File: config.mk
export PLATFORM = sky130hd
export DESIGN_NAME = spi_three_wire_slave
export DESIGN_NICKNAME = d
export VERILOG_FILES = /design/src/rtl/spi3w_pkg.sv /design/src/rtl/spi3w_sync_edge.sv /design/src/rtl/spi_three_wire_slave.sv
export SDC_FILE = /design/constraint.sdc
export NUM_CORES = 1
export LEC_CHECK = 0
export ABC_AREA = 1
export BUFFER_PORTS_ARGS = -buffer_cell sky130_fd_sc_hd__buf_4
export CAP_MARGIN = 0
export CORE_MARGIN = 1
export CORE_UTILIZATION = 55
export DETAILED_ROUTE_END_ITERATION = 8
export PLACE_DENSITY = 0.89
export SLEW_MARGIN = 25
export SYNTH_ARGS = -nofsm -noshare
export SYNTH_HDL_FRONTEND = slang
export SYNTH_HIERARCHICAL = 1
export SYNTH_SLANG_ARGS = --single-unit
File: constraint.sdc
create_clock -name CLK -period 2.5 [get_ports CLK]
set_clock_uncertainty 0.1 [all_clocks]
set_input_delay 0.25 -clock CLK [delete_from_list [all_inputs] [get_ports CLK]]
set_output_delay 0.25 -clock CLK [all_outputs]
set_load 0.02 [all_outputs]
File: src/rtl/spi3w_pkg.sv
// Shared types and defaults for the three-wire SPI responder.
`timescale 1ns/1ps
package spi3w_pkg;

    localparam int ADDR_W_DEF      = 7;
    localparam int DATA_W_DEF      = 8;
    localparam int SYNC_STAGES_DEF = 2;

    // R/W bit value that selects a read frame
    localparam logic RW_READ = 1'b1;

    typedef enum logic [2:0] {
        IDLE    = 3'd0,
        CMD     = 3'd1,
        WDATA   = 3'd2,
        RDATA   = 3'd3,
        WAIT_CS = 3'd4
    } state_t;

    function automatic int max_int(input int a, input int b);
        return (a > b) ? a : b;
    endfunction

endpackage

File: src/rtl/spi3w_sync_edge.sv
// N-stage synchroniser for one asynchronous pin with registered rise/fall pulses.
// Edge pulses appear STAGES+1 CLK after the pin transition.
`timescale 1ns/1ps
module spi3w_sync_edge #(
    parameter int   STAGES  = 2,
    parameter logic RST_VAL = 1'b0
) (
    input  logic clk,
    input  logic reset,
    input  logic d,
    output logic level,
    output logic rise,
    output logic fall
);

    logic [STAGES-1:0] sync_r;
    logic              prev_r;
    logic              rise_r;
    logic              fall_r;

    // Shift the pin through the synchroniser chain; resets to the pin's idle level
    always_ff @(posedge clk or negedge reset) begin
        if (!reset) begin
            sync_r <= {STAGES{RST_VAL}};
        end else begin
            sync_r <= {sync_r[STAGES-2:0], d};
        end
    end

    // Delayed copy of the synced level and single-cycle edge pulses
    always_ff @(posedge clk or negedge reset) begin
        if (!reset) begin
            prev_r <= RST_VAL;
            rise_r <= 1'b0;
            fall_r <= 1'b0;
        end else begin
            prev_r <= sync_r[STAGES-1];
            rise_r <= sync_r[STAGES-1] & ~prev_r;
            fall_r <= ~sync_r[STAGES-1] & prev_r;
        end
    end

    assign level = sync_r[STAGES-1];
    assign rise  = rise_r;
    assign fall  = fall_r;

endmodule

File: src/rtl/spi_three_wire_slave.sv
// Three-wire SPI responder: decodes R/W + address + data frames per SCEN-low
// window, strobes a register file and returns read data on the shared pad.
`timescale 1ns/1ps
module spi_three_wire_slave
    import spi3w_pkg::*;
#(
    parameter int ADDR_W      = ADDR_W_DEF,
    parameter int DATA_W      = DATA_W_DEF,
    parameter int SYNC_STAGES = SYNC_STAGES_DEF
) (
    input  logic              CLK,
    input  logic              reset,
    input  logic              SCLK,
    input  logic              SCEN,
    input  logic              SDI,
    output logic              SDO,
    output logic              SDO_OE,
    output logic [ADDR_W-1:0] addr,
    output logic [DATA_W-1:0] wdata,
    output logic              wr_en,
    output logic              rd_en,
    input  logic [DATA_W-1:0] rdata,
    output logic              frame_done
);

    // Shift register keeps all but the newest bit; the newest comes straight from sdi_s
    localparam int SH_W  = max_int(ADDR_W, DATA_W - 1);
    localparam int CNT_W = $clog2(max_int(1 + ADDR_W, DATA_W)) + 1;
    localparam logic [CNT_W-1:0] CMD_LAST  = CNT_W'(ADDR_W);
    localparam logic [CNT_W-1:0] DATA_LAST = CNT_W'(DATA_W - 1);
    localparam logic [CNT_W-1:0] CNT_ONE   = CNT_W'(1);

    logic              sclk_rise_s;
    logic              sclk_fall_s;
    logic              scen_s;
    logic              sdi_s;
    logic [4:0]        unused_sync_s;
    logic [ADDR_W:0]   cmd_s;
    logic [DATA_W-1:0] data_s;

    state_t            state_r;
    logic [SH_W-1:0]   shift_r;
    logic [CNT_W-1:0]  bitcnt_r;
    logic [DATA_W-1:0] tx_r;
    logic              rd_pend_r;
    logic [ADDR_W-1:0] addr_r;
    logic [DATA_W-1:0] wdata_r;
    logic              wr_en_r;
    logic              rd_en_r;
    logic              frame_done_r;
    logic              sdo_r;
    logic              sdo_oe_r;

    spi3w_sync_edge #(.STAGES(SYNC_STAGES), .RST_VAL(1'b1)) u_sync_sclk (
        .clk(CLK), .reset(reset), .d(SCLK),
        .level(unused_sync_s[0]), .rise(sclk_rise_s), .fall(sclk_fall_s)
    );

    spi3w_sync_edge #(.STAGES(SYNC_STAGES), .RST_VAL(1'b1)) u_sync_scen (
        .clk(CLK), .reset(reset), .d(SCEN),
        .level(scen_s), .rise(unused_sync_s[1]), .fall(unused_sync_s[2])
    );

    spi3w_sync_edge #(.STAGES(SYNC_STAGES), .RST_VAL(1'b0)) u_sync_sdi (
        .clk(CLK), .reset(reset), .d(SDI),
        .level(sdi_s), .rise(unused_sync_s[3]), .fall(unused_sync_s[4])
    );

    assign cmd_s  = {shift_r[ADDR_W-1:0], sdi_s};
    assign data_s = {shift_r[DATA_W-2:0], sdi_s};

    // Frame FSM: command/data shifting, strobes, read-data serialisation and abort
    always_ff @(posedge CLK or negedge reset) begin
        if (!reset) begin
            state_r      <= IDLE;
            shift_r      <= '0;
            bitcnt_r     <= '0;
            tx_r         <= '0;
            rd_pend_r    <= 1'b0;
            addr_r       <= '0;
            wdata_r      <= '0;
            wr_en_r      <= 1'b0;
            rd_en_r      <= 1'b0;
            frame_done_r <= 1'b0;
            sdo_r        <= 1'b0;
            sdo_oe_r     <= 1'b0;
        end else begin
            wr_en_r      <= 1'b0;
            rd_en_r      <= 1'b0;
            frame_done_r <= 1'b0;
            if (state_r != IDLE && scen_s) begin
                // SCEN released mid-frame: abandon without any strobe
                state_r   <= IDLE;
                bitcnt_r  <= '0;
                rd_pend_r <= 1'b0;
                sdo_r     <= 1'b0;
                sdo_oe_r  <= 1'b0;
            end else begin
                case (state_r)
                    IDLE: begin
                        sdo_r     <= 1'b0;
                        sdo_oe_r  <= 1'b0;
                        rd_pend_r <= 1'b0;
                        if (!scen_s) begin
                            bitcnt_r <= '0;
                            shift_r  <= '0;
                            state_r  <= CMD;
                        end
                    end
                    CMD: begin
                        if (sclk_rise_s) begin
                            shift_r <= {shift_r[SH_W-2:0], sdi_s};
                            if (bitcnt_r == CMD_LAST) begin
                                addr_r   <= cmd_s[ADDR_W-1:0];
                                bitcnt_r <= '0;
                                if (cmd_s[ADDR_W] == RW_READ) begin
                                    rd_en_r   <= 1'b1;
                                    rd_pend_r <= 1'b1;
                                    state_r   <= RDATA;
                                end else begin
                                    state_r <= WDATA;
                                end
                            end else begin
                                bitcnt_r <= bitcnt_r + CNT_ONE;
                            end
                        end
                    end
                    WDATA: begin
                        if (sclk_rise_s) begin
                            shift_r <= {shift_r[SH_W-2:0], sdi_s};
                            if (bitcnt_r == DATA_LAST) begin
                                wdata_r      <= data_s;
                                wr_en_r      <= 1'b1;
                                frame_done_r <= 1'b1;
                                bitcnt_r     <= '0;
                                state_r      <= WAIT_CS;
                            end else begin
                                bitcnt_r <= bitcnt_r + CNT_ONE;
                            end
                        end
                    end
                    RDATA: begin
                        // rdata is valid on the CLK after rd_en
                        if (rd_pend_r) begin
                            tx_r      <= rdata;
                            rd_pend_r <= 1'b0;
                        end else if (sclk_fall_s) begin
                            sdo_oe_r <= 1'b1;
                            sdo_r    <= tx_r[DATA_W-1];
                            tx_r     <= {tx_r[DATA_W-2:0], 1'b0};
                        end
                        if (sclk_rise_s) begin
                            if (bitcnt_r == DATA_LAST) begin
                                frame_done_r <= 1'b1;
                                bitcnt_r     <= '0;
                                state_r      <= WAIT_CS;
                            end else begin
                                bitcnt_r <= bitcnt_r + CNT_ONE;
                            end
                        end
                    end
                    WAIT_CS: begin
                        // Release the pad after the master has sampled the last bit
                        if (sclk_fall_s) begin
                            sdo_r    <= 1'b0;
                            sdo_oe_r <= 1'b0;
                        end
                    end
                    default: begin
                        state_r  <= IDLE;
                        sdo_r    <= 1'b0;
                        sdo_oe_r <= 1'b0;
                    end
                endcase
            end
        end
    end

    assign SDO        = sdo_r;
    assign SDO_OE     = sdo_oe_r;
    assign addr       = addr_r;
    assign wdata      = wdata_r;
    assign wr_en      = wr_en_r;
    assign rd_en      = rd_en_r;
    assign frame_done = frame_done_r;

endmodule
Yosys cells after proc, flatten, opt, wreduce, memory -nomap -nowiden
Index checks and enable logic that the tools add are counted.

Flip-flop bits (word level): 52. Output and inout bits: 20. Logic and storage cells: 105.

Add/subtract/negate cells: 1. Equal/unequal tests: 19. Muxes and demuxes: 43. Bitwise gates (word level): 5. Reduce and logical (&&, ||, !) cells: 19.

Operator list (number): two-way mux 1 bit (23); AND reduction 4 bit (5); two-way mux 3 bit (6); two-way mux 4 bit (4); two-way mux 8 bit (2); two-way mux 7 bit (2); one-hot mux 7 bit (2 select lines) (1); != test 3 bit, second input constant (4); one-hot mux 3 bit (4 select lines) (1); != test 3 x 1 -> 1 bit, second input constant (3); != test 3 x 2 -> 1 bit, second input constant (3); nonzero test 3 bit (3); one-hot mux 4 bit (2 select lines) (1); == test 3 x 2 -> 1 bit, second input constant (2); one-hot mux 1 bit (3 select lines) (2); AND reduction 3 bit (2); AND reduction 6 bit (1); OR reduction 2 bit (3); adder 4 x 1 -> 4 bit, second input constant (1); == test 4 x 3 -> 1 bit, second input constant (1); != test 2 x 1 -> 1 bit, second input constant (2); != test 2 bit, second input constant (2); nonzero test 2 bit (2); == test 3 x 1 -> 1 bit, second input constant (1); 7 further kinds (10).

Depth between registers and ports, before layout
Gate-level depths: netlist (run 1).

Depth in word-level cells: 5. Depth in mapped cells: 9. Gate-level depth less buffers: 9.

Cells and area by module
The synthesis (run 1) kept the hierarchy.

Modules (own cells, without submodules): spi_three_wire_slave (times used 1, cells each 255, area each 2062.0 um^2); spi3w_sync_edge at u_sync_scen ... (times used 2, cells each 9, area each 143.9 um^2); spi3w_sync_edge at u_sync_sdi (times used 1, cells each 9, area each 140.1 um^2).

Worst setup path after synthesis (run 1)
Ideal clock, no wire load.

Path kind: reg2reg. From: reg bitcnt_r[0]. To: reg wdata_r[5] (netlist: wdata[5]). Library setup time: 127 ps. Data arrival time: 1227 ps. Slack: 1046 ps. Cell stages (with the launch flop): 10. Period minus slack after synthesis: 1454 ps. Cell sequence: dfrtp_1 ha_1 nand2_1 nor2_1 nand2_1 nor2_2 nand2_2 buf_6 nand2_1 o21ai_0.

Cells in the longest elaborated chain, start to end: 2.

RTL lines: start, declared (RTL line spi_three_wire_slave.sv:43) `logic [CNT_W-1:0] bitcnt_r;`; start signal, assigned (RTL line spi_three_wire_slave.sv:124) `bitcnt_r <= bitcnt_r + CNT_ONE;`; start signal, assigned (RTL line spi_three_wire_slave.sv:138) `bitcnt_r <= bitcnt_r + CNT_ONE;`; start signal, assigned (RTL line spi_three_wire_slave.sv:158) `bitcnt_r <= bitcnt_r + CNT_ONE;`; == test 4 x 3 -> 1 bit (RTL line spi_three_wire_slave.sv:131) `if (bitcnt_r == DATA_LAST) begin`; AND reduction 4 bit (no line); end signal, assigned (RTL line spi_three_wire_slave.sv:132) `wdata_r <= data_s;`; end, declared (RTL line spi_three_wire_slave.sv:47) `logic [DATA_W-1:0] wdata_r;`.

No other way between the ends. A chain may end at the register's enable or synchronous reset.

Worst setup path after layout (run 1)
From: reg u_sync_scen.sync_r[1]. To: reg tx_r[5].

Cells in the longest elaborated chain, start to end: 3.

RTL lines: start, declared (RTL line spi3w_sync_edge.sv:16) `logic [STAGES-1:0] sync_r;`; start signal, assigned (RTL line spi3w_sync_edge.sv:24) `sync_r <= {STAGES{RST_VAL}};`; start signal, assigned (RTL line spi3w_sync_edge.sv:26) `sync_r <= {sync_r[STAGES-2:0], d};`; logical AND 1 bit (RTL line spi_three_wire_slave.sv:91) `if (state_r != IDLE && scen_s) begin`; inverter 1 bit (no line); AND reduction 3 bit (no line); end signal, assigned (RTL line spi_three_wire_slave.sv:145) `tx_r <= rdata;`; end signal, assigned (RTL line spi_three_wire_slave.sv:150) `tx_r <= {tx_r[DATA_W-2:0], 1'b0};`; end, declared (RTL line spi_three_wire_slave.sv:44) `logic [DATA_W-1:0] tx_r;`.

No other way between the ends.

==> results summary, run 1 <==
The flow ran to the end, and the final reports show no timing, DRC or antenna violations. The final number of setup-violating endpoints came out at 0. The count of TritonRoute iterations in the first routing pass is 4. The clock latency of the later-clocked register in the worst-skew pair came out at 0.32 ns. The final critical-path required period came out at approximately 1.7 ns.

The worst setup path is captured at a flip-flop. The mean instance size in the synthesized netlist came out at 8.61 µm². Global routing used around 22% of the available tracks.

Counting along the longest clock path gives a buffer depth of 2. The number of cells produced by synthesis came out at 268. The post-detailed-routing wire length came out at 4.27 mm. The layout cell share with drive strength beyond 1 is 20.3%. The final estimated routing congestion in global placement came out at 0.861. The root cell of the clock tree is clkbuf_8. The number of global-route vias before repair is between 1500 and 2000.

The worst setup path is launched from a flip-flop. The starting density of the core is between 50% and 60%. The minimum setup slack in the final design is around 0.83 ns. The number of non-filler instances in the completed layout came out at 355. The height of the die is 66.8 µm.

The number of diodes came out at 0. The kind of critical path is flip-flop to flip-flop. For this run, design rule violations remaining after detail routing come to 0. After global routing the overflow that remains totals 0. The tree built by TritonCTS fans out to 52 sinks. The overall die width came out at 66.8 µm. The power density over the cells is between 600 and 700 mW/mm². The pin count of the biggest net entering global routing is 53. The row count came out at 23. The remaining antenna violation count is 0. Of all nets on the critical path, the largest fanout is 15. TritonCTS built the clock tree.

The worst path arrival time came out at 1.79 ns. The maximum operating frequency came out at 598 MHz. Counting the buffers created by CTS gives 5. The total negative slack for setup checks came out at 0 ns.

The number of top-level pins came out at 33. Across all layers, the routed design uses 1811 vias. From synthesis to final layout, the design area changed by 16.7%. The number of nets in the finished design is 318.

The transition at the pin with the smallest max-transition slack came out at 0.630 ns. The routed via count divided by cell count came out at 5.10. The final period utilization came out at 66.9%. After clock tree synthesis, the clock-pin slew on the worst setup and hold paths is 0.09 ns. The number of antenna violations at the first check in global routing came to 0. The number of design-rule violations left by the first detailed-router iteration came out at 127. After synthesis the cells add up to 0.00231 mm². The number of port buffers came out at 32. The cell count after placement is 343. The placeable core region came out at 0.00403 mm². The overall die area came out at 0.00446 mm². The placed wire-length estimate came out at 3.01 mm. The required time at the endpoint of the critical path is between 2 and 3 ns. The warning count from the yosys run came out at 6.

The minimum setup slack after placement is 0.857 ns. The combined area of the multi-input logic cells came out at 815 µm². The largest voltage drop on the vdd net is about 0.47 mV. The number of hold violations in the final report is 0. The storage element area came out at 0.00131 mm². The synthesized net count came out at 282. The buffers inserted during post-CTS setup optimization is 0. The static power due to leakage came out at 1.38 nW. The total of max-cap violations came out at 0. The detailed-route wire length per cell is 12.0 µm. The core occupancy in the finished layout came out at around two thirds. The H-tree was split into 2 levels. Setup repair after global routing left no endpoint under its margin. The smallest hold slack is around 0.090 ns. The total of fill cells in the finished design came out at between 300 and 400.

The wire length of the first global-routing pass came out at 7.19 mm. The worst hold-check path type is input pin to flip-flop. Measured against its own limit, the worst slew margin works out to 58.0%. The number of instances resized during post-cts repair came out at 0. The count of pins over their slew limit came out at 0.
-- through the flow --
stage | total power, W | area (µm²)
4_1_cts | 0.00183 | 2700
3_5_place_dp | 0.00134 | 2560
6_report | 0.00183 | 2700
5_1_grt | 0.00194 | 2700
3_3_place_gp | 0.00133 | 2560
2_1_floorplan | 0.00124 | 2310
-- cell type report --
class	count	area share [%]
Sequential cell	52	48.5
Multi-Input combinational cell	173	30.2
Timing Repair Buffer	36	10.4
Inverter	36	5.01
Clock buffer	5	2.55
Tap cell	50	2.32
Clock inverter	3	0.975
-- critical path: stages (launching register included) --
cell	delay, ns
dfstp_2	0.43
inv_1	0.39
nand2_2	0.12
a21oi_4	0.32
nand2_1	0.12
o21ai_0	0.11
-- layer usage --
| layer | vias to the layer above | share of wire, % | GRT usage [%] |
|---|---|---|---|
| met5 | - | 0 | 0 |
| met4 | 0 | 2.0 | 13.0 |
| met3 | 7 | 4.3 | 4.11 |
| met2 | 47 | 48 | 34.8 |
| met1 | 842 | 46 | 28.3 |
| li1 | 915 | - | - |
-- repair_timing --
| item | 4_1_cts | 5_1_grt |
|---|---|---|
| hold buffers | 4 | 0 |
| endpoints found under the setup margin | 0 | 0 |
| hold endpoints to repair | 50 | 0 |
-- sequential cells by signal, summed over array words and instances, names as in the netlist --
register and cells:
addr 7, u_sync_sclk/sync_r 2, u_sync_sclk/fall 1, u_sync_sclk/prev_r 1, wdata 8, rd_en 1
rd_pend_r 1, wr_en 1, SDO_OE 1, u_sync_sdi/sync_r 2, frame_done 1, u_sync_sclk/rise 1
SDO 1, tx_r 8, u_sync_scen/sync_r 2, bitcnt_r 4, shift_r 7, state_r 3
-- placed cells by master, fill, tap and decap left out, types with 2 or more instances in the layout --
master	n
nand2_1	81
inv_1	36
buf_4	32
o21ai_1	7
nand2_2	5
dfstp_2	5
nor2_2	2
o21ai_2	7
dfrtp_1	47
a21oi_1	3
nand3_1	19
dlygate4sd3_1	4
nand4_1	2
nor2_1	17
clkbuf_8	5
nor3_1	4
o21ai_0	20
o22ai_1	2
clkinv_4	2
-- report_power, final --
group          switching, W  internal [W]
registers         0.0000655      0.000899
logic              0.000255      0.000115
clock network      0.000288      0.000204
total              0.000609       0.00122
-- worst paths after layout --
path                                             from                   end  slack (ns)  depth (start not counted)
worst max-delay path            u_sync_scen/sync_r[1]               tx_r[5]        0.83                          5
worst min-delay path                         rdata[0]               tx_r[0]        0.09                          3
worst max register to register  u_sync_scen/sync_r[1]               tx_r[5]        0.83                          5
worst min register to register   u_sync_sdi/sync_r[0]  u_sync_sdi/sync_r[1]        0.26                          0
max in group asynchronous                       reset             rd_pend_r        1.48                          2
min in group asynchronous                       reset              wdata[1]        0.38                          2
Power figures use the tool's default switching activity.
==> run 2, diff against run 1 <==
==> constraint.sdc (replaced) <==
create_clock -name CLK -period 1.6 [get_ports CLK]
set_clock_uncertainty 0.1 [all_clocks]
set_input_delay 0.16 -clock CLK [delete_from_list [all_inputs] [get_ports CLK]]
set_output_delay 0.16 -clock CLK [all_outputs]
set_load 0.02 [all_outputs]
==> results summary, run 2 (synthesis gave the netlist of run 1 again) <==
Leading cell types in the layout, fill and taps excluded: 78 x nand2_1, 46 x dfrtp_1, 43 x buf_4 (was 81 x nand2_1, 47 x dfrtp_1, 36 x inv_1). The final period utilization is 98.3% (was 66.9%). The number of hold violations in the final report is 0 (unchanged). The overall die width is 66.8 µm (unchanged). The final standard cell area without fillers is 0.00285 mm² (was 0.00270 mm²). Result of the run: finished clean (unchanged). The number of non-filler instances in the completed layout is 369 (was 355). The placed wire-length estimate is 3.18 mm (was 3.01 mm).

The pin count of the biggest net entering global routing came out at 53 (unchanged). The number of nets in the finished design came to 332 (was 318). The reg-to-reg setup timing slack is 0.03 ns (was 0.83 ns).

The cell count after placement came to 350 (was 343). The TritonCTS clock tree is built (unchanged). The total number of vias came to 1953 (was 1811).

The row count is 23 (unchanged). The switching fraction of total power came out at 33.0% (was 33.3%). The layout cell share with drive strength beyond 1 came to 26.0% (was 20.3%).

The worst hold-check path type is input pin to flip-flop (unchanged). The uppermost layer routed is met4 (unchanged). The count of H-tree levels built during CTS is 2 (unchanged). The part of the power in the clock network came out at 26.0% (was 26.9%). The combinational cell fraction of total power is 24.2% (was 20.3%). The worst path arrival time was 1.67 ns (was 1.79 ns). The number of diodes came out at 0 (unchanged).

The transition at the pin with the smallest max-transition slack came out at 0.630 ns (about the same). The power density over the cells is 1040 mW/mm² (was 678 mW/mm²). The kind of start point of the critical path is a flip-flop (unchanged). The wire length on met2 came out at 2.58 mm (was 2.04 mm).

The overall die area is 0.00446 mm² (unchanged). The height of the die is 66.8 µm (unchanged). The core occupancy in the finished layout is 70.7% (was 66.9%).

The most common library cell in the layout ignoring fill and taps is nand2_1 (unchanged). The relative slew slack is 58.0% (about the same). The TritonCTS buffer count is 5 (unchanged). The part of the total power dissipated in sequential elements is 49.8% (was 52.8%).

The total met3 wirelength after detailed routing is 243 µm (was 184 µm). The final number of setup-violating endpoints is 0 (unchanged). The total routed wire length on the met1 layer is 2.13 mm (was 1.97 mm). The maximum buffer depth of the clock tree came out at 2 (unchanged). The aggregate global-route resource usage came out at 24.0% (was 22.1%). The clock slew at the register clock pins of the worst setup and hold paths came out at 0.09 ns (about the same). The number of design-rule violations left by the first detailed-router iteration is 130 (was 127).

The area growth from synthesis to final layout is 23.4% (was 16.7%). The total number of clock tree sinks is 52 (unchanged). The root cell of the clock tree was clkbuf_8 (unchanged). The remaining antenna violation count came out at 0 (unchanged).

The final estimated routing congestion in global placement came out at 0.835 (was 0.861). The routed via count divided by cell count is 5.29 (was 5.10). The maximum operating frequency is 636 MHz (was 598 MHz). The detailed-route wire length per cell came out at 13.7 µm (was 12.0 µm). The starting density of the core came out at 57.3% (unchanged). The remaining design rule violation count came out at 0 (unchanged).

The area of placed instances came to 0.00261 mm² (was 0.00256 mm²). The clock latency of the later-clocked register in the worst-skew pair was 0.31 ns (was 0.32 ns). The required time at the endpoint of the critical path came to 1.70 ns (was 2.62 ns).

The kind of critical path is flip-flop to flip-flop (unchanged). The total internal power came to 0.00199 W (was 0.00122 W). The number of global-route vias before repair came out at 1748 (was 1664). The number of top-level pins is 33 (unchanged).

The count of pins over their slew limit is 0 (unchanged). The total of max-cap violations is 0 (unchanged). The highest net fanout along the worst path was 8 (was 15).

The switching power total is 0.000981 W (was 0.000609 W). The count of TritonRoute iterations in the first routing pass came out at 4 (unchanged). The wire length of the first global-routing pass is 7.78 mm (was 7.19 mm). The placeable core region is 0.00403 mm² (unchanged). The largest voltage drop on the vdd net came to 0.741 mV (was 0.466 mV). The critical path capture point type was a flip-flop (unchanged).

The static power due to leakage was 1.44 nW (was 1.38 nW). The post-detailed-routing wire length is 5.07 mm (was 4.27 mm). The minimum setup slack in the final design was 0.0272 ns (was 0.828 ns). The total global routing overflow was 0 (unchanged). The minimum setup slack after placement came out at -0.0187 ns (was 0.857 ns).

The number of antenna violations at the first check in global routing came to 0 (unchanged). The final critical-path required period was 1.57 ns (was 1.67 ns). The number of port buffers was 32 (unchanged). The total power is 0.00297 W (was 0.00183 W).
run 2: cell types whose count changed in the layout (fill, tap and decap cells not counted), sizes merged:
cell,delta
buf,+11
clkbuf,+2
a21oi,+1
clkinv,-1
dlygate4sd3,+1
inv,-1
nand2,+1
run 2: area by class of cell:
class	count	area, µm²
timing repair buffer	48	373
tap	50	62.6
clock buffer	7	86.3
sequential	52	1310
inverter	36	135
clock inverter	1	8.76
multi-input combinational	175	875
fill	312	1180
run 2: per-stage QoR:
stage | TNS (ns) | hold WS [ns]
2_1_floorplan | 0 | -0.236
3_3_place_gp | 0 | 0.118
5_1_grt | -0.208 | 0.128
4_1_cts | 0 | 0.0629
3_5_place_dp | -0.0187 | 0.123
6_report | 0 | 0.0749
run 2: layer usage:
metal	GRT usage [%]	vias up
met4	9.84	0
met3	6.16	9
met2	38.8	72
met1	30.7	929
li1	-	943
met5	0	-
run 2: final timing paths:
check	from	to	depth (start not counted)
worst max-delay path	bitcnt_r[0]	wdata[3]	8
worst min register to register	u_sync_sdi/sync_r[0]	u_sync_sdi/sync_r[1]	0
worst max register to register	bitcnt_r[0]	wdata[3]	8
max in group asynchronous	reset	state_r[2]	2
min in group asynchronous	reset	wdata[1]	2
worst min-delay path	rdata[2]	tx_r[2]	5
run 2: critical path, cell delays in order, from the launching register on:
cell and delay [ns]:
dfrtp_1 0.37, ha_2 0.20, nand2_2 0.09, nor2_4 0.13
nand2_2 0.09, nor2_4 0.19, nand2_4 0.12, nand2_1 0.10
o21ai_1 0.07
run 2: power groups by stage:
stage               clock network, W  logic (W)  registers [W]
floorplan                          0   0.000462        0.00148
global route                0.000846   0.000814        0.00149
CTS                         0.000795   0.000669        0.00148
finish                      0.000773   0.000719        0.00148
detailed placement                 0   0.000656        0.00150
global placement                   0   0.000627        0.00149
run 2: what timing repair did:
item | in CTS | in global routing
hold endpoints to repair | 51 | 0
pin swaps | 1 | 5
gates resized for setup | 1 | 14
setup endpoints to repair | 9 | 31
gates cloned | 0 | 2
buffers inserted | 2 | 2
hold buffers | 5 | 0
==> run 3, diff against run 2 <==
--- a/config.mk
+++ b/config.mk
@@ -8,12 +8,10 @@
 export ABC_AREA = 1
 export BUFFER_PORTS_ARGS = -buffer_cell sky130_fd_sc_hd__buf_4
 export CAP_MARGIN = 0
-export CORE_MARGIN = 1
 export CORE_UTILIZATION = 55
 export DETAILED_ROUTE_END_ITERATION = 8
 export PLACE_DENSITY = 0.89
 export SLEW_MARGIN = 25
 export SYNTH_ARGS = -nofsm -noshare
 export SYNTH_HDL_FRONTEND = slang
-export SYNTH_HIERARCHICAL = 1
 export SYNTH_SLANG_ARGS = --single-unit
==> results summary, run 3 <==
Leading cell types in the layout, fill and taps excluded: 68 x nand2_1, 45 x dfrtp_1, 42 x buf_4 (was 78 x nand2_1, 46 x dfrtp_1, 43 x buf_4). The remaining antenna violation count came out at 0 (unchanged). The launch instance of the worst min-delay path is rdata[0] (was rdata[2]). The total of max-cap violations came out at 0 (unchanged). The warning count from the yosys run came out at 0 (was 6).

The register bit count reported by yosys is 52. The kind of critical path is flip-flop to flip-flop (unchanged). The total of fill cells in the finished design came out at 297 (was 312). The overall die width came out at 67.6 µm (was 66.8 µm). The TritonCTS clock tree is built (unchanged).

The most instantiated library cell after synthesis is nand2_1. The most used flip-flop cell after synthesis is dfrtp_1. The count of TritonRoute iterations in the first routing pass is 4 (unchanged). The routed via count divided by cell count is 5.21 (was 5.29). The detailed-route wire length per cell is 13.9 µm (was 13.7 µm). The relative slew slack is 57.2% (was 58.0%). The aggregate global-route resource usage is 22.3% (was 24.0%).

The source of the worst register-to-register timing path is state_r[2] (was bitcnt_r[0]). The worst hold-check path type is input pin to flip-flop (unchanged). The clock slew at the register clock pins of the worst setup and hold paths is 0.09 ns (about the same).

The number of top-level pins came out at 33 (unchanged). The total negative slack for setup checks came out at 0 ns (unchanged). The cell type of the slowest stage on the worst timing path is dfrtp_1 (unchanged).

The synthesized design devotes to its leading area cell type around half of total area. The final number of setup-violating endpoints is 0 (unchanged). Sorting the synthesized cells by area gives the leading types as dfrtp_1 50%, nand2_1 11%, o21ai_2 8.1%, dfstp_2 5.5%, inv_1 4.4%.

The TritonCTS buffer count came out at 5 (unchanged). The count of H-tree levels built during CTS came to 2 (unchanged). The cell taking the most area after synthesis is dfrtp_1.

The synthesized net count came out at 266 (was 282). The clock latency of the later-clocked register in the worst-skew pair came out at 0.30 ns (was 0.31 ns). The maximum cell stage delay along the critical path came to 0.45 ns (was 0.37 ns). The number of cells produced by synthesis came out at 252 (was 268).

The number of nets in the finished design is 316 (was 332). Yosys mapped a number of flops with a built-in enable equal to 0. The number of different library cells in the post-synthesis netlist came out at 26.

The total number of clock tree sinks was 52 (unchanged). The total number of vias came out at 1839 (was 1953). The cell depth of the worst hold path is 3 (was 5). The number of port buffers came out at 32 (unchanged). The number of global-route vias before repair is 1661 (was 1748). The final critical-path required period is 1.53 ns (was 1.57 ns). Cells along the critical path: inv_2 -> nand3_2 -> nand2_4 -> a21oi_4 -> buf_4 -> nand3_1 -> nand2_1 (was ha_2 -> nand2_2 -> nor2_4 -> nand2_2 -> nor2_4 -> nand2_4 -> nand2_1 -> o21ai_1). The terminating pin of the worst hold path was tx_r[0] (was tx_r[2]). The mean instance size in the synthesized netlist is 9.40 µm² (was 8.61 µm²). The number of diodes is 0 (unchanged). The power density over the cells came out at 1020 mW/mm² (was 1040 mW/mm²). The number of hold violations in the final report is 0 (unchanged). The row count is 23 (unchanged). Result of the run: finished clean (unchanged). The placed wire-length estimate came to 3.20 mm (was 3.18 mm).

The count of pins over their slew limit is 0 (unchanged). The final period utilization was 95.5% (was 98.3%). The core occupancy in the finished layout was 70.8% (was 70.7%). The starting density of the core is 58.4% (was 57.3%). The total global routing overflow is 0 (unchanged). The logic depth of the worst register-to-register path was 7 (was 8). Sorting the synthesized cells by how often they occur yields 71 x nand2_1, 47 x dfrtp_1, 28 x inv_1. The critical path capture point type is a flip-flop (unchanged).

The number of design-rule violations left by the first detailed-router iteration came out at 89 (was 130). The maximum operating frequency is 654 MHz (was 636 MHz). The height of the die came out at 67.6 µm (was 66.8 µm). The async set-or-reset flop fraction in the synthesized netlist is 100%. The area growth from synthesis to final layout came to 21.2% (was 23.4%). The kind of cell with the highest combined delay on the critical path was flip-flops (was simple AND/OR/NAND/NOR gates). The remaining design rule violation count is 0 (unchanged). The required time at the endpoint of the critical path is 1.74 ns (was 1.70 ns). The maximum buffer depth of the clock tree came out at 2 (unchanged). The highest net fanout along the worst path is 9 (was 8). The layout cell share with drive strength beyond 1 was 36.0% (was 26.0%). The number of antenna violations at the first check in global routing came out at 0 (unchanged). The terminus of the critical flop-to-flop path is shift_r[5] (was wdata[3]). The final estimated routing congestion in global placement is 0.861 (was 0.835). The placeable core region was 0.00406 mm² (was 0.00403 mm²). The most common library cell in the layout ignoring fill and taps is nand2_1 (unchanged). The kind of start point of the critical path was a flip-flop (unchanged). The transition at the pin with the smallest max-transition slack is 0.643 ns (was 0.630 ns).

The area of placed instances is 0.00263 mm² (was 0.00261 mm²). The largest voltage drop on the vdd net came to 0.714 mV (was 0.741 mV). The reg-to-reg setup timing slack is 0.07 ns (was 0.03 ns).

The root cell of the clock tree is clkbuf_8 (unchanged). The static power due to leakage is 1.46 nW (was 1.44 nW). The overall die area is 0.00457 mm² (was 0.00446 mm²). The post-detailed-routing wire length was 4.90 mm (was 5.07 mm).

The portion of the post-synthesis area used by sequential elements is 55.2%. The pin count of the biggest net entering global routing is 53 (unchanged). The worst path arrival time came out at 1.67 ns (about the same).

The post-synthesis instance area is 0.00237 mm² (was 0.00231 mm²). The wire length of the first global-routing pass is 7.47 mm (was 7.78 mm). The final standard cell area without fillers came to 0.00287 mm² (was 0.00285 mm²). The critical path buffer and inverter count is 2 (was 0).
-- run 3: kinds of logic after synthesis --
kind of cell / after synthesis / synth area share, %
AOI/OAI and AO/OA: 38 / 12.1
xor gates and xnor gates: 1 / 0.370
adders and majority gates: 1 / 0.528
buffers and inverters: 38 / 7.50
DFF: 52 / 55.2
and+or+nand+nor: 122 / 24.3
-- run 3: how the worst max path moves through the flow --
stage	startpoint	endpoint	slack (ns)	depth (start not counted)
floorplan	bitcnt_r[0]	wdata[7]	0.08	9
global placement	bitcnt_r[0]	wdata[1]	0.07	8
detailed placement	bitcnt_r[0]	wdata[1]	-0.007	8
CTS	state_r[0]	bitcnt_r[2]	0.003	6
global route	bitcnt_r[1]	addr[5]	-0.02	7
finish	state_r[2]	shift_r[5]	0.07	7
-- run 3: cell type report --
| type | instances | area, µm² | area share [%] |
|---|---|---|---|
| clock buffer | 7 | 76.3 | 2.66 |
| clock inverter | 1 | 8.76 | 0.305 |
| inverter | 33 | 124 | 4.31 |
| multi-input combinational | 163 | 915 | 31.9 |
| sequential | 52 | 1310 | 45.6 |
| tap | 50 | 62.6 | 2.18 |
| timing repair buffer | 47 | 375 | 13.1 |
-- run 3: power breakdown --
part           switching [W]  internal, W  leakage (nW)  total, W
clock network       0.000412     0.000313        0.0424  0.000725
logic               0.000429     0.000251         0.770  0.000680
registers           0.000113      0.00142         0.651   0.00153
total               0.000953      0.00198          1.46   0.00294
-- run 3: worst register-to-register path: cells and delay by family (launching register included) --
| family | cells | cell delay, ns |
|---|---|---|
| AND/OR/NAND/NOR | 4 | 0.43 |
| flip-flops | 1 | 0.45 |
| buffers and inverters | 2 | 0.28 |
| AO/OA/AOI/OAI | 1 | 0.23 |
-- run 3: timing repair --
item / CTS / global route
pin swaps: 1 / 2
resized for setup: 3 / 7
endpoints found under the setup margin: 1 / 34
cloned: 1 / 0
setup buffers: 1 / 8
hold buffers: 4 / 0
endpoints found under the hold margin: 50 / 0
-- run 3: stage by stage --
step / instances / worst slack (ns) / total power [W] / hold WS [ns]
CTS: 345 / 0.00330 / 0.00285 / 0.0113
global placement: 331 / 0.0667 / 0.00209 / 0.127
floorplan: 252 / 0.0782 / 0.00195 / -0.236
finish: 353 / 0.0720 / 0.00294 / 0.0111
detailed placement: 331 / -0.00740 / 0.00212 / 0.120
global route: 353 / -0.0247 / 0.00309 / 0.000697
-- run 3: per-layer routing --
| layer | vias up | part of all wire, % | wire length (µm) | track usage [%] |
|---|---|---|---|---|
| li1 | 899 | - | - | - |
| met1 | 876 | 42 | 2070 | 28.4 |
| met2 | 51 | 51 | 2500 | 36.6 |
| met3 | 13 | 4.4 | 218 | 4.90 |
| met4 | 0 | 2.3 | 112 | 8.78 |
| met5 | - | 0 | 0 | 0 |
